File: config.mk
export PLATFORM = sky130hd
export DESIGN_NAME = calendar_counter
export DESIGN_NICKNAME = d
export VERILOG_FILES = /design/src/rtl/calendar_counter.sv
export SDC_FILE = /design/constraint.sdc
export NUM_CORES = 1
export LEC_CHECK = 0
export CORE_ASPECT_RATIO = 0.6
export CORE_UTILIZATION = 30
export DETAILED_ROUTE_END_ITERATION = 8
export RECOVER_POWER = 50
export SYNTH_ARGS = -nofsm -noshare
export SYNTH_HDL_FRONTEND = slang
export SYNTH_SLANG_ARGS = --single-unit
File: constraint.sdc
create_clock -name clk_1s -period 14.8 [get_ports clk_1s]
set_input_delay 3.7 -clock clk_1s [delete_from_list [all_inputs] [get_ports clk_1s]]
set_output_delay 3.7 -clock clk_1s [all_outputs]
set_load 0.02 [all_outputs]
File: src/rtl/calendar_counter.sv
// Calendar / time-of-day counter on the 1 Hz tick: sec..year carry chain with Gregorian leap
// years, weekday tracking, set-mode stepping, sanitised parallel load, daily alarm and year rollover.
module calendar_counter #(
  parameter int YEAR_W    = 10,
  parameter int YEAR_MAX  = 974,
  parameter int YEAR_BASE = 2000,
  parameter int WDAY_RST  = 6
) (
  input  logic              clk_1s,
  input  logic              rst_n,
  input  logic              run,
  input  logic [2:0]        field,
  input  logic              inc,
  input  logic              dec,
  input  logic              load,
  input  logic [5:0]        ld_sec,
  input  logic [5:0]        ld_min,
  input  logic [5:0]        ld_hour,
  input  logic [4:0]        ld_day,
  input  logic [3:0]        ld_month,
  input  logic [YEAR_W-1:0] ld_year,
  input  logic [2:0]        ld_wday,
  input  logic              alarm_en,
  input  logic [5:0]        alarm_hour,
  input  logic [5:0]        alarm_min,
  output logic [5:0]        sec,
  output logic [5:0]        min,
  output logic [5:0]        hour,
  output logic [4:0]        day,
  output logic [3:0]        month,
  output logic [YEAR_W-1:0] year,
  output logic [2:0]        wday,
  output logic              alarm_pulse,
  output logic              rollover
);

  // Calendar year needs headroom above YEAR_W for the base offset; never narrower than 12 bits.
  localparam int                YW2   = (YEAR_W + 2 > 12) ? YEAR_W + 2 : 12;
  localparam logic [YEAR_W-1:0] YMAX  = YEAR_W'(YEAR_MAX);
  localparam logic [YW2-1:0]    YBASE = YW2'(YEAR_BASE);

  function automatic logic [4:0] max_day_f(input logic [3:0] m, input logic [YEAR_W-1:0] y);
    logic [YW2-1:0] cy;
    logic           leap;
    cy   = YBASE + YW2'(y);
    leap = ((cy % YW2'(4)) == '0) &&
           (((cy % YW2'(100)) != '0) || ((cy % YW2'(400)) == '0));
    case (m)
      4'd2:                    max_day_f = leap ? 5'd29 : 5'd28;
      4'd4, 4'd6, 4'd9, 4'd11: max_day_f = 5'd30;
      default:                 max_day_f = 5'd31;
    endcase
  endfunction

  logic [4:0]        max_day;
  logic [5:0]        n_sec, n_min, n_hour;
  logic [4:0]        n_day, md_new, ld_md;
  logic [3:0]        n_month;
  logic [YEAR_W-1:0] n_year;
  logic [2:0]        n_wday, lvl;
  logic              n_alarm, n_roll;
  logic              step_up, step_dn, carry, borrow, day_wrap, yr_wrap;

  assign max_day = max_day_f(month, year);

  always_comb begin
    n_sec    = sec;
    n_min    = min;
    n_hour   = hour;
    n_day    = day;
    n_month  = month;
    n_year   = year;
    n_wday   = wday;
    md_new   = '0;
    ld_md    = '0;
    step_up  = 1'b0;
    step_dn  = 1'b0;
    carry    = 1'b0;
    borrow   = 1'b0;
    day_wrap = 1'b0;
    yr_wrap  = 1'b0;
    lvl      = field;

    if (run) begin
      step_up = 1'b1;
      lvl     = 3'd0;
    end else if (field <= 3'd5) begin
      step_up = inc && !dec;
      step_dn = dec && !inc;
    end

    // Up chain: the selected level injects the carry, lower levels stay untouched.
    carry = step_up && (lvl == 3'd0);
    if (carry) begin
      if (sec == 6'd59) n_sec = '0;
      else begin n_sec = sec + 6'd1; carry = 1'b0; end
    end
    carry = carry || (step_up && (lvl == 3'd1));
    if (carry) begin
      if (min == 6'd59) n_min = '0;
      else begin n_min = min + 6'd1; carry = 1'b0; end
    end
    carry = carry || (step_up && (lvl == 3'd2));
    if (carry) begin
      if (hour == 6'd23) n_hour = '0;
      else begin n_hour = hour + 6'd1; carry = 1'b0; end
    end
    carry = carry || (step_up && (lvl == 3'd3));
    if (carry) begin
      n_wday = (wday == 3'd6) ? 3'd0 : wday + 3'd1;
      if (day >= max_day) n_day = 5'd1;
      else begin n_day = day + 5'd1; carry = 1'b0; end
    end
    carry = carry || (step_up && (lvl == 3'd4));
    if (carry) begin
      if (month >= 4'd12) n_month = 4'd1;
      else begin n_month = month + 4'd1; carry = 1'b0; end
    end
    carry = carry || (step_up && (lvl == 3'd5));
    if (carry) begin
      if (year >= YMAX) begin n_year = '0; yr_wrap = 1'b1; end
      else n_year = year + YEAR_W'(1);
    end

    // Down chain: a day borrow resolves to the length of the month reached after the borrow.
    borrow = step_dn && (lvl == 3'd0);
    if (borrow) begin
      if (sec == 6'd0) n_sec = 6'd59;
      else begin n_sec = sec - 6'd1; borrow = 1'b0; end
    end
    borrow = borrow || (step_dn && (lvl == 3'd1));
    if (borrow) begin
      if (min == 6'd0) n_min = 6'd59;
      else begin n_min = min - 6'd1; borrow = 1'b0; end
    end
    borrow = borrow || (step_dn && (lvl == 3'd2));
    if (borrow) begin
      if (hour == 6'd0) n_hour = 6'd23;
      else begin n_hour = hour - 6'd1; borrow = 1'b0; end
    end
    borrow = borrow || (step_dn && (lvl == 3'd3));
    if (borrow) begin
      n_wday = (wday == 3'd0) ? 3'd6 : wday - 3'd1;
      if (day <= 5'd1) day_wrap = 1'b1;
      else begin n_day = day - 5'd1; borrow = 1'b0; end
    end
    borrow = borrow || (step_dn && (lvl == 3'd4));
    if (borrow) begin
      if (month <= 4'd1) n_month = 4'd12;
      else begin n_month = month - 4'd1; borrow = 1'b0; end
    end
    borrow = borrow || (step_dn && (lvl == 3'd5));
    if (borrow) begin
      if (year == '0) n_year = YMAX;
      else n_year = year - YEAR_W'(1);
    end

    md_new = max_day_f(n_month, n_year);
    if (day_wrap) n_day = md_new;
    if ((step_up || step_dn) && ((lvl == 3'd4) || (lvl == 3'd5)) && (n_day > md_new))
      n_day = md_new;

    if (load) begin
      n_sec   = (ld_sec > 6'd59) ? 6'd0 : ld_sec;
      n_min   = (ld_min > 6'd59) ? 6'd0 : ld_min;
      n_hour  = (ld_hour > 6'd23) ? 6'd0 : ld_hour;
      n_month = ((ld_month == 4'd0) || (ld_month > 4'd12)) ? 4'd1 : ld_month;
      n_year  = (ld_year > YMAX) ? '0 : ld_year;
      n_wday  = (ld_wday == 3'd7) ? 3'd0 : ld_wday;
      ld_md   = max_day_f(n_month, n_year);
      if (ld_day == 5'd0)     n_day = 5'd1;
      else if (ld_day > ld_md) n_day = ld_md;
      else                     n_day = ld_day;
    end

    n_alarm = run && !load && alarm_en && (n_hour == alarm_hour) &&
              (n_min == alarm_min) && (n_sec == 6'd0);
    n_roll  = run && !load && yr_wrap;
  end

  always_ff @(posedge clk_1s or negedge rst_n) begin
    if (!rst_n) begin
      sec         <= '0;
      min         <= '0;
      hour        <= '0;
      day         <= 5'd1;
      month       <= 4'd1;
      year        <= '0;
      wday        <= 3'(WDAY_RST);
      alarm_pulse <= 1'b0;
      rollover    <= 1'b0;
    end else begin
      sec         <= n_sec;
      min         <= n_min;
      hour        <= n_hour;
      day         <= n_day;
      month       <= n_month;
      year        <= n_year;
      wday        <= n_wday;
      alarm_pulse <= n_alarm;
      rollover    <= n_roll;
    end
  end

endmodule

==> metrics.yaml, run 1 <==
status: "finished with violations"
violations: "max-capacitance violations, max-slew violations"
drt.antenna.violating_nets: 0
worst_hold_startpoint: "wday[2]"
diodes: 0
setup_violations: 0
slowest_delay_ns: 0.55
final_number_of_max_transition_violations: 43
flop_pwr_share_pct: 20.1
cts_setup_buffers: 0
crit_path_max_fanout: 22
cts.hold.buffers_added: 0
max_cap_viol_count: 1
clock_sink_count: 42
rsz0062_at_grt: "no"
final_core_util_pct: 36.1
crit_start: "year[4]"
period_minus_slack_ns: 13.75
synth_async_sr_flop_share_pct: 100
synthesis.area_sq_mm: 0.00774
finalHoldViolations: 0
clock-skew-final_ns: 0.00828
endpoint_kind: "flip-flop"
initial_utilization_pct: 30.6
critPathSlowestCell: "sky130_fd_sc_hd__a2111oi_0"
routed_wire_length_per_instance_um: 17.8
antenna_found_initial: 0
dp_hpwl_mm: 20.9
max_slew.worst_pin.slew_ns: 2.66
ctsHtreeMaxLevel: 2
cts-root-to-sink-buffers: 2
detail_route.drc_violations: 0
ys_seq_area_share_pct: 13.6
largest_net_degree_at_the_start_of_global_routing: 46
synth_area_per_cell_sq_um: 6.96
cp.arrival_ns: 13.99
die_area_sq_mm: 0.0265
core_area_sq_mm: 0.0253
chipWidth_um: 209
syn2layout_area_growth_pct: 17.9
fp.dieH_um: 126
synthesized_flop_and_latch_total: 42
number_of_filler_instances_in_the_final_layout: 2611
cp_data_required_time_ns: 15.04
static-leakage-power_nw: 3.41
share_of_final_layout_standard_cells_stronger_than_drive_strength_1_pct: 6.00
timing.rr.start: "year[4]"
sw_frac_of_total_pct: 48.3
startpoint_type: "flip-flop"
numPortBuffers: 103
max_freq_mhz: 72.7
worstHoldPathType: "reg2reg"
cts.clk_slew.worst_paths_ns: 0.07
synthCells: 1112
yosys_warnings: 0
cts_buffers: 5
power_report.internal_total_mw: 0.406
grt.total_usage_pct: 19.7
routed_wirelength_mm: 26.7
reg2reg_slack_ns: 1.05
cells_after_dpl: 1488
pwr-share-comb_pct: 62.6
initialDrtViolationCount: 1060
fin_nets: 1267
worst_ir_drop_vdd_uv: 47.5
clk_latency_ns: 0.30
most_used_cell_along_the_critical_path: "sky130_fd_sc_hd__ha_1"
ios: 104
clockRootBuffer: "sky130_fd_sc_hd__clkbuf_16"
synth_net_count: 1213
net-switching-power_mw: 0.380
drt_first_pass_iters: 5
synthDistinctLibCells: 109
power.share.clock_pct: 17.3
placement_rows: 45
worstSetupPathType: "reg2reg"
via_count: 8931
finish.cell_count_without_fillers: 1495
aggregate_global_routing_overflow: 0
post-route-period-util_pct: 92.9
number_of_enable_flip_flop_cells_after_synthesis: 0
globalplace.congestion: 0.929
power.density_cell_area_mw_per_mm2: 86.1
tns_ns: 0
grt_first_pass_wirelength_mm: 42.5
grt_pass1_vias: 7649
design_power_total_mw: 0.786
yosys_most_used_dff: "sky130_fd_sc_hd__dfrtp_1"
timing.slew.headroom_pct: -77.1
via_per_inst: 5.97
tritoncts: "yes"
==> synth_stat cells (all sizes together) (8+ instances only) <==
library cell	count	area share, %
a211oi	12	1.3
a21o	14	1.4
a21oi	97	6.4
a22o	8	0.91
a31oi	20	1.8
a41oi	9	1.0
and2	17	1.4
and3	18	1.5
buf	16	1.4
clkbuf	46	2.2
dfrtp	38	12
ha	39	6.3
inv	46	2.2
mux2i	10	1.3
nand2	121	5.9
nand2b	13	1.1
nand3	35	2.3
nand4	16	1.3
nor2	97	4.7
nor2b	10	0.81
nor3	43	2.9
nor4	27	2.5
nor4b	9	1.1
o2111ai	10	1.2
o211ai	15	1.5
o21a	14	1.4
o21ai	88	5.7
o22ai	9	0.73
o311ai	8	1.1
o31ai	13	1.5
or2	11	0.92
or3	8	0.71
or4	13	1.3
xnor2	31	3.5
xor2	16	1.9
==> per-stage QoR <==
stage | hold WS [ns] | setup slack [ns] | instance area (sq um)
2_1_floorplan | 0.537 | 3.46 | 7740
6_report | 0.533 | 1.05 | 9130
3_3_place_gp | 0.526 | 1.41 | 8940
3_5_place_dp | 0.527 | 1.04 | 8940
5_1_grt | 0.572 | 0.0346 | 9130
4_1_cts | 0.536 | 0.985 | 9110
==> power by group through the flow <==
stage | Clock (mW) | Combinational, mW | Sequential [mW]
after floorplan | 0 | 0.350 | 0.156
after global placement | 0 | 0.479 | 0.159
after detailed placement | 0 | 0.478 | 0.159
after CTS | 0.138 | 0.482 | 0.157
after global routing | 0.144 | 0.539 | 0.161
final | 0.136 | 0.492 | 0.158
==> sequential cells by signal (all words and copies together), names as in the netlist <==
name	count
day	5
hour	6
wday	3
rollover	1
sec	6
month	4
year	10
min	6
alarm_pulse	1
==> worst max-delay path, delay by kind of cell, from the launching register on <==
family,cells,cell delay [ns]
xor gates and xnor gates,2,0.65
buffers and inverters,5,1.11
and+or+nand+nor,14,3.65
AOI/OAI and AO/OA,26,6.13
DFF,1,0.36
adders and majority gates,5,1.74
==> kinds of logic after synthesis <==
logic type | synth area share (%)
and+or+nand+nor | 30.6
muxes | 1.73
buffers and inverters | 5.92
AOI/OAI and AO/OA | 35.9
adders and majority gates | 6.84
xor gates and xnor gates | 5.42
DFF | 13.6
==> layout make-up <==
cell class,instances,area [sq um],share of cell area (%)
clock inverters,1,30.0,0.329
clock buffers,6,139,1.52
multi-input cells,960,6240,68.4
flip-flops and latches,42,1060,11.6
well taps,329,412,4.51
repair buffers,109,1060,11.7
inverters,48,180,1.97
==> metal layers <==
layer	vias to the layer above	share of wire, %	GRT usage, %
met3	10	8.7	4.68
met4	0	0.58	2.64
met1	4176	54	32.7
met5	-	0	0
li1	4342	-	-
met2	403	37	24.6
==> final timing paths <==
path,endpoint,cells past startpoint
max,day[0],52
min,wday[2],2
max reg2reg,day[0],52
min reg2reg,wday[2],2
max in group asynchronous,sec[4],1
min in group asynchronous,wday[0],1
==> cell usage in the layout (no fill, tap or decap), types with 21 or more instances in the layout <==
| cell type | instances |
|---|---|
| sky130_fd_sc_hd__dlygate4sd3_1 | 21 |
| sky130_fd_sc_hd__nand3_1 | 35 |
| sky130_fd_sc_hd__ha_1 | 39 |
| sky130_fd_sc_hd__nor3_1 | 41 |
| sky130_fd_sc_hd__dfrtp_1 | 38 |
| sky130_fd_sc_hd__nor2_1 | 97 |
| sky130_fd_sc_hd__clkdlybuf4s50_1 | 80 |
| sky130_fd_sc_hd__nor4_1 | 25 |
| sky130_fd_sc_hd__nand2_1 | 120 |
| sky130_fd_sc_hd__inv_1 | 45 |
| sky130_fd_sc_hd__a21oi_1 | 94 |
| sky130_fd_sc_hd__xnor2_1 | 31 |
| sky130_fd_sc_hd__o21ai_0 | 84 |
==> repair_timing <==
item / 4_1_cts / 5_1_grt
gates resized for setup: 0 / 4
setup endpoints to repair: 0 / 2
endpoints found under the hold margin: 0 / 0
Power figures use the tool's default switching activity.
==> run 2, diff against run 1 <==
- ABC_AREA: default -> 1
- DONT_BUFFER_PORTS: default -> 1
==> metrics.yaml, run 2 <==
number_of_enable_flip_flop_cells_after_synthesis: 0  # unchanged
ios: 104  # unchanged
timing.rr.start: "year[6]"
worstHoldPathType: "reg2reg"
grt_pass1_vias: 6393  # -16%
sw_frac_of_total_pct: 55.4  # +7.0 points
critical_path.reg2reg.endpoint: "day[1]"
reg2reg_slack_ns: 3.84  # +2.79 ns
final_common_cell: "sky130_fd_sc_hd__nand2_1"
cts-resized-gates: 0  # unchanged
routed_wire_length_per_instance_um: 14.9  # -16%
grt_first_pass_wirelength_mm: 34.5  # -19%
tns_ns: 0  # unchanged
yosys_most_used_dff: "sky130_fd_sc_hd__dfrtp_1"
cp.arrival_ns: 11.13  # -2.86 ns
synth_net_count: 1259  # +3.8%
ys_seq_area_share_pct: 15.0  # +1.4 points
chipWidth_um: 200  # -4.6%
worst_hold_startpoint: "wday[1]"
netlist.top_cell.by_area: "sky130_fd_sc_hd__nand2_1"
timing.slew.headroom_pct: 14.9  # +92 points
setup_violations: 0  # unchanged
initial_utilization_pct: 31.3  # +0.66 points
design_power_total_mw: 0.881  # +12%
crit_path_max_fanout: 17  # -23%
clock-skew-final_ns: 0.00365  # -0.00463 ns
status: "complete, no violations"
power.share.clock_pct: 13.4  # -3.9 points
pwr-share-comb_pct: 67.2  # +4.6 points
register_bank_with_the_most_flops: "year"
period_minus_slack_ns: 10.96  # -2.79 ns
finalHoldViolations: 0  # unchanged
worst_ir_drop_vdd_uv: 61.4  # +29%
cp_data_required_time_ns: 14.97  # -0.07 ns
drt_first_pass_iters: 6  # +1
detail_route.drc_violations: 0  # unchanged
largest_net_degree_at_the_start_of_global_routing: 47  # +2.2%
cts.clk_slew.worst_paths_ns: 0.07  # about the same
grt.total_usage_pct: 18.1  # -1.6 points
most_instantiated_library_cell_after_synthesis: "sky130_fd_sc_hd__nand2_1"
number_of_filler_instances_in_the_final_layout: 2497  # -4.4%
drt.antenna.violating_nets: 0  # unchanged
initialDrtViolationCount: 662  # -38%
ctsHtreeMaxLevel: 2  # unchanged
tritoncts: "yes"
max_cap_viol_count: 0  # -1
largest_register_ff_count: 10  # unchanged
hold_slack_ns: 0.584  # +0.0512 ns
worstSetupPathType: "reg2reg"
finish.cell_count_without_fillers: 1457  # -2.5%
ys_top_cells_by_area: "sky130_fd_sc_hd__nand2_1, sky130_fd_sc_hd__dfrtp_1, sky130_fd_sc_hd__inv_1, sky130_fd_sc_hd__ha_1, sky130_fd_sc_hd__nand3_1"
critPathSlowestCell: "sky130_fd_sc_hd__dfrtp_1"
clockRootBuffer: "sky130_fd_sc_hd__clkbuf_16"
core_area_sq_mm: 0.0225  # -11%
cells_after_dpl: 1449  # -2.6%
static-leakage-power_nw: 3.75  # +9.8%
routed_wirelength_mm: 21.7  # -18%
ff_latch_area_sq_mm: 0.00106  # unchanged
via_per_inst: 5.18  # -13%
synth_common_cells: "sky130_fd_sc_hd__nand2_1, sky130_fd_sc_hd__inv_1, sky130_fd_sc_hd__nor2_1"
endpoint_kind: "flip-flop"
min_delay_worst_endpoint: "wday[1]"
post-route-period-util_pct: 74.1  # -19 points
synthesis.area_sq_mm: 0.00703  # -9.1%
syn2layout_area_growth_pct: 6.49
net-switching-power_mw: 0.488  # +28%
die_area_sq_mm: 0.0241  # -9.0%
cts.hold.buffers_added: 0  # unchanged
final_worst_setup_slack_ns: 3.84  # +2.79 ns
clk_latency_ns: 0.29  # about the same
worst_r2r_path_depth: 76  # +46%
slowest_delay_ns: 0.60  # +0.05 ns
fp.dieH_um: 121  # -4.6%
max_slew.worst_pin.slew_ns: 1.27  # -1.39 ns
synth_largest_type_area_fraction_pct: 13.7  # +1.4 points
synth_async_sr_flop_share_pct: 100  # unchanged
share_of_final_layout_standard_cells_stronger_than_drive_strength_1_pct: 11.4  # +5.4 points
final_number_of_max_transition_violations: 0  # -100%
placement.setup.worst_slack_ns: 4.02  # +2.98 ns
yosys_warnings: 0  # unchanged
diodes: 0  # unchanged
globalplace.congestion: 0.899  # -3.2%
placement_rows: 42  # -6.7%
flop_pwr_share_pct: 19.4  # -0.7 points
fin_nets: 1249  # -1.4%
max_freq_mhz: 91.2  # +25%
via_count: 7542  # -16%
layout_common_cells: "sky130_fd_sc_hd__nand2_1, sky130_fd_sc_hd__inv_1, sky130_fd_sc_hd__nor2_1"
aggregate_global_routing_overflow: 0  # unchanged
numPortBuffers: 0  # -100%
dp_hpwl_mm: 17.7  # -15%
cts_buffers: 5  # unchanged
clock_sink_count: 42  # unchanged
power.density_cell_area_mw_per_mm2: 118  # +37%
power_report.internal_total_mw: 0.393  # -3.1%
cts_setup_buffers: 0  # unchanged
antenna_found_initial: 0  # unchanged
cts-root-to-sink-buffers: 2  # unchanged
most_used_cell_along_the_critical_path: "sky130_fd_sc_hd__nand2_1"
min_delay_path_depth: 2  # unchanged
rsz0062_at_grt: "no"
multiInputGateArea_sq_mm: 0.00519  # -17%
synthesized_flop_and_latch_total: 42  # unchanged
synth_area_per_cell_sq_um: 6.07  # -13%
synthCells: 1158  # +4.1%
startpoint_type: "flip-flop"
synthDistinctLibCells: 63  # -42%
==> run 2: cell types whose count changed after synthesis, moves of 34 or more <==
cell                       delta
sky130_fd_sc_hd__nand2_2     +34
sky130_fd_sc_hd__nand3_1     +60
sky130_fd_sc_hd__a21oi_1     -44
sky130_fd_sc_hd__clkbuf_1    -37
sky130_fd_sc_hd__nand2_1    +136
sky130_fd_sc_hd__inv_1      +123
==> run 2: worst max-delay path: cells and delay by family (launching register included) <==
kind	cells	cell delay, ns
and+or+nand+nor	48	5.67
buffers and inverters	8	0.73
adders and majority gates	3	0.72
xor gates and xnor gates	1	0.25
AOI/OAI and AO/OA	16	2.83
DFF	1	0.60
==> run 2: worst max path at each step <==
stage          endpoint    start  slack [ns]
2_1_floorplan    day[1]  year[6]        5.64
3_3_place_gp     day[1]  year[6]        4.42
3_5_place_dp     day[1]  year[6]        4.02
4_1_cts          day[1]  year[6]        3.99
5_1_grt          day[1]  year[6]        2.55
6_report         day[1]  year[6]        3.84
==> run 2: layer usage <==
layer | routed length, um | share of wire, % | global-route usage [%] | up-vias
met1 | 11400 | 52 | 29.7 | 3446
met2 | 8160 | 38 | 22.9 | 295
li1 | - | - | - | 3797
met4 | 65 | 0.30 | 2.29 | 0
met3 | 2120 | 9.7 | 4.46 | 4
met5 | 0 | 0 | 0 | -
==> run 2: layout make-up <==
type / count / area share, %
inverter: 187 / 9.37
multi-input combinational: 911 / 69.3
sequential: 42 / 14.1
tap: 308 / 5.15
timing repair buffer: 1 / 0.100
clock inverter: 2 / 0.167
clock buffer: 6 / 1.85
==> run 2: logic make-up after synthesis <==
| family | Yosys count | synth area share, % |
|---|---|---|
| AOI/OAI and AO/OA | 202 | 17.3 |
| xor gates and xnor gates | 50 | 6.49 |
| adders and majority gates | 39 | 6.94 |
| buffers and inverters | 205 | 11.2 |
| DFF | 42 | 15.0 |
| and+or+nand+nor | 620 | 43.1 |
==> run 2: power by group through the flow <==
| stage | clock network, mW | logic [mW] | registers, mW |
|---|---|---|---|
| floorplan | 0 | 0.485 | 0.158 |
| global placement | 0 | 0.576 | 0.173 |
| detailed placement | 0 | 0.578 | 0.173 |
| CTS | 0.124 | 0.581 | 0.171 |
| global route | 0.129 | 0.673 | 0.173 |
| finish | 0.118 | 0.592 | 0.171 |
==> run 2: through the flow <==
step / area, sq um / util [%]
CTS: 7490 / 33.3
detailed placement: 7340 / 32.6
finish: 7490 / 33.3
global placement: 7340 / 32.6
floorplan: 7030 / -
global route: 7490 / 33.3
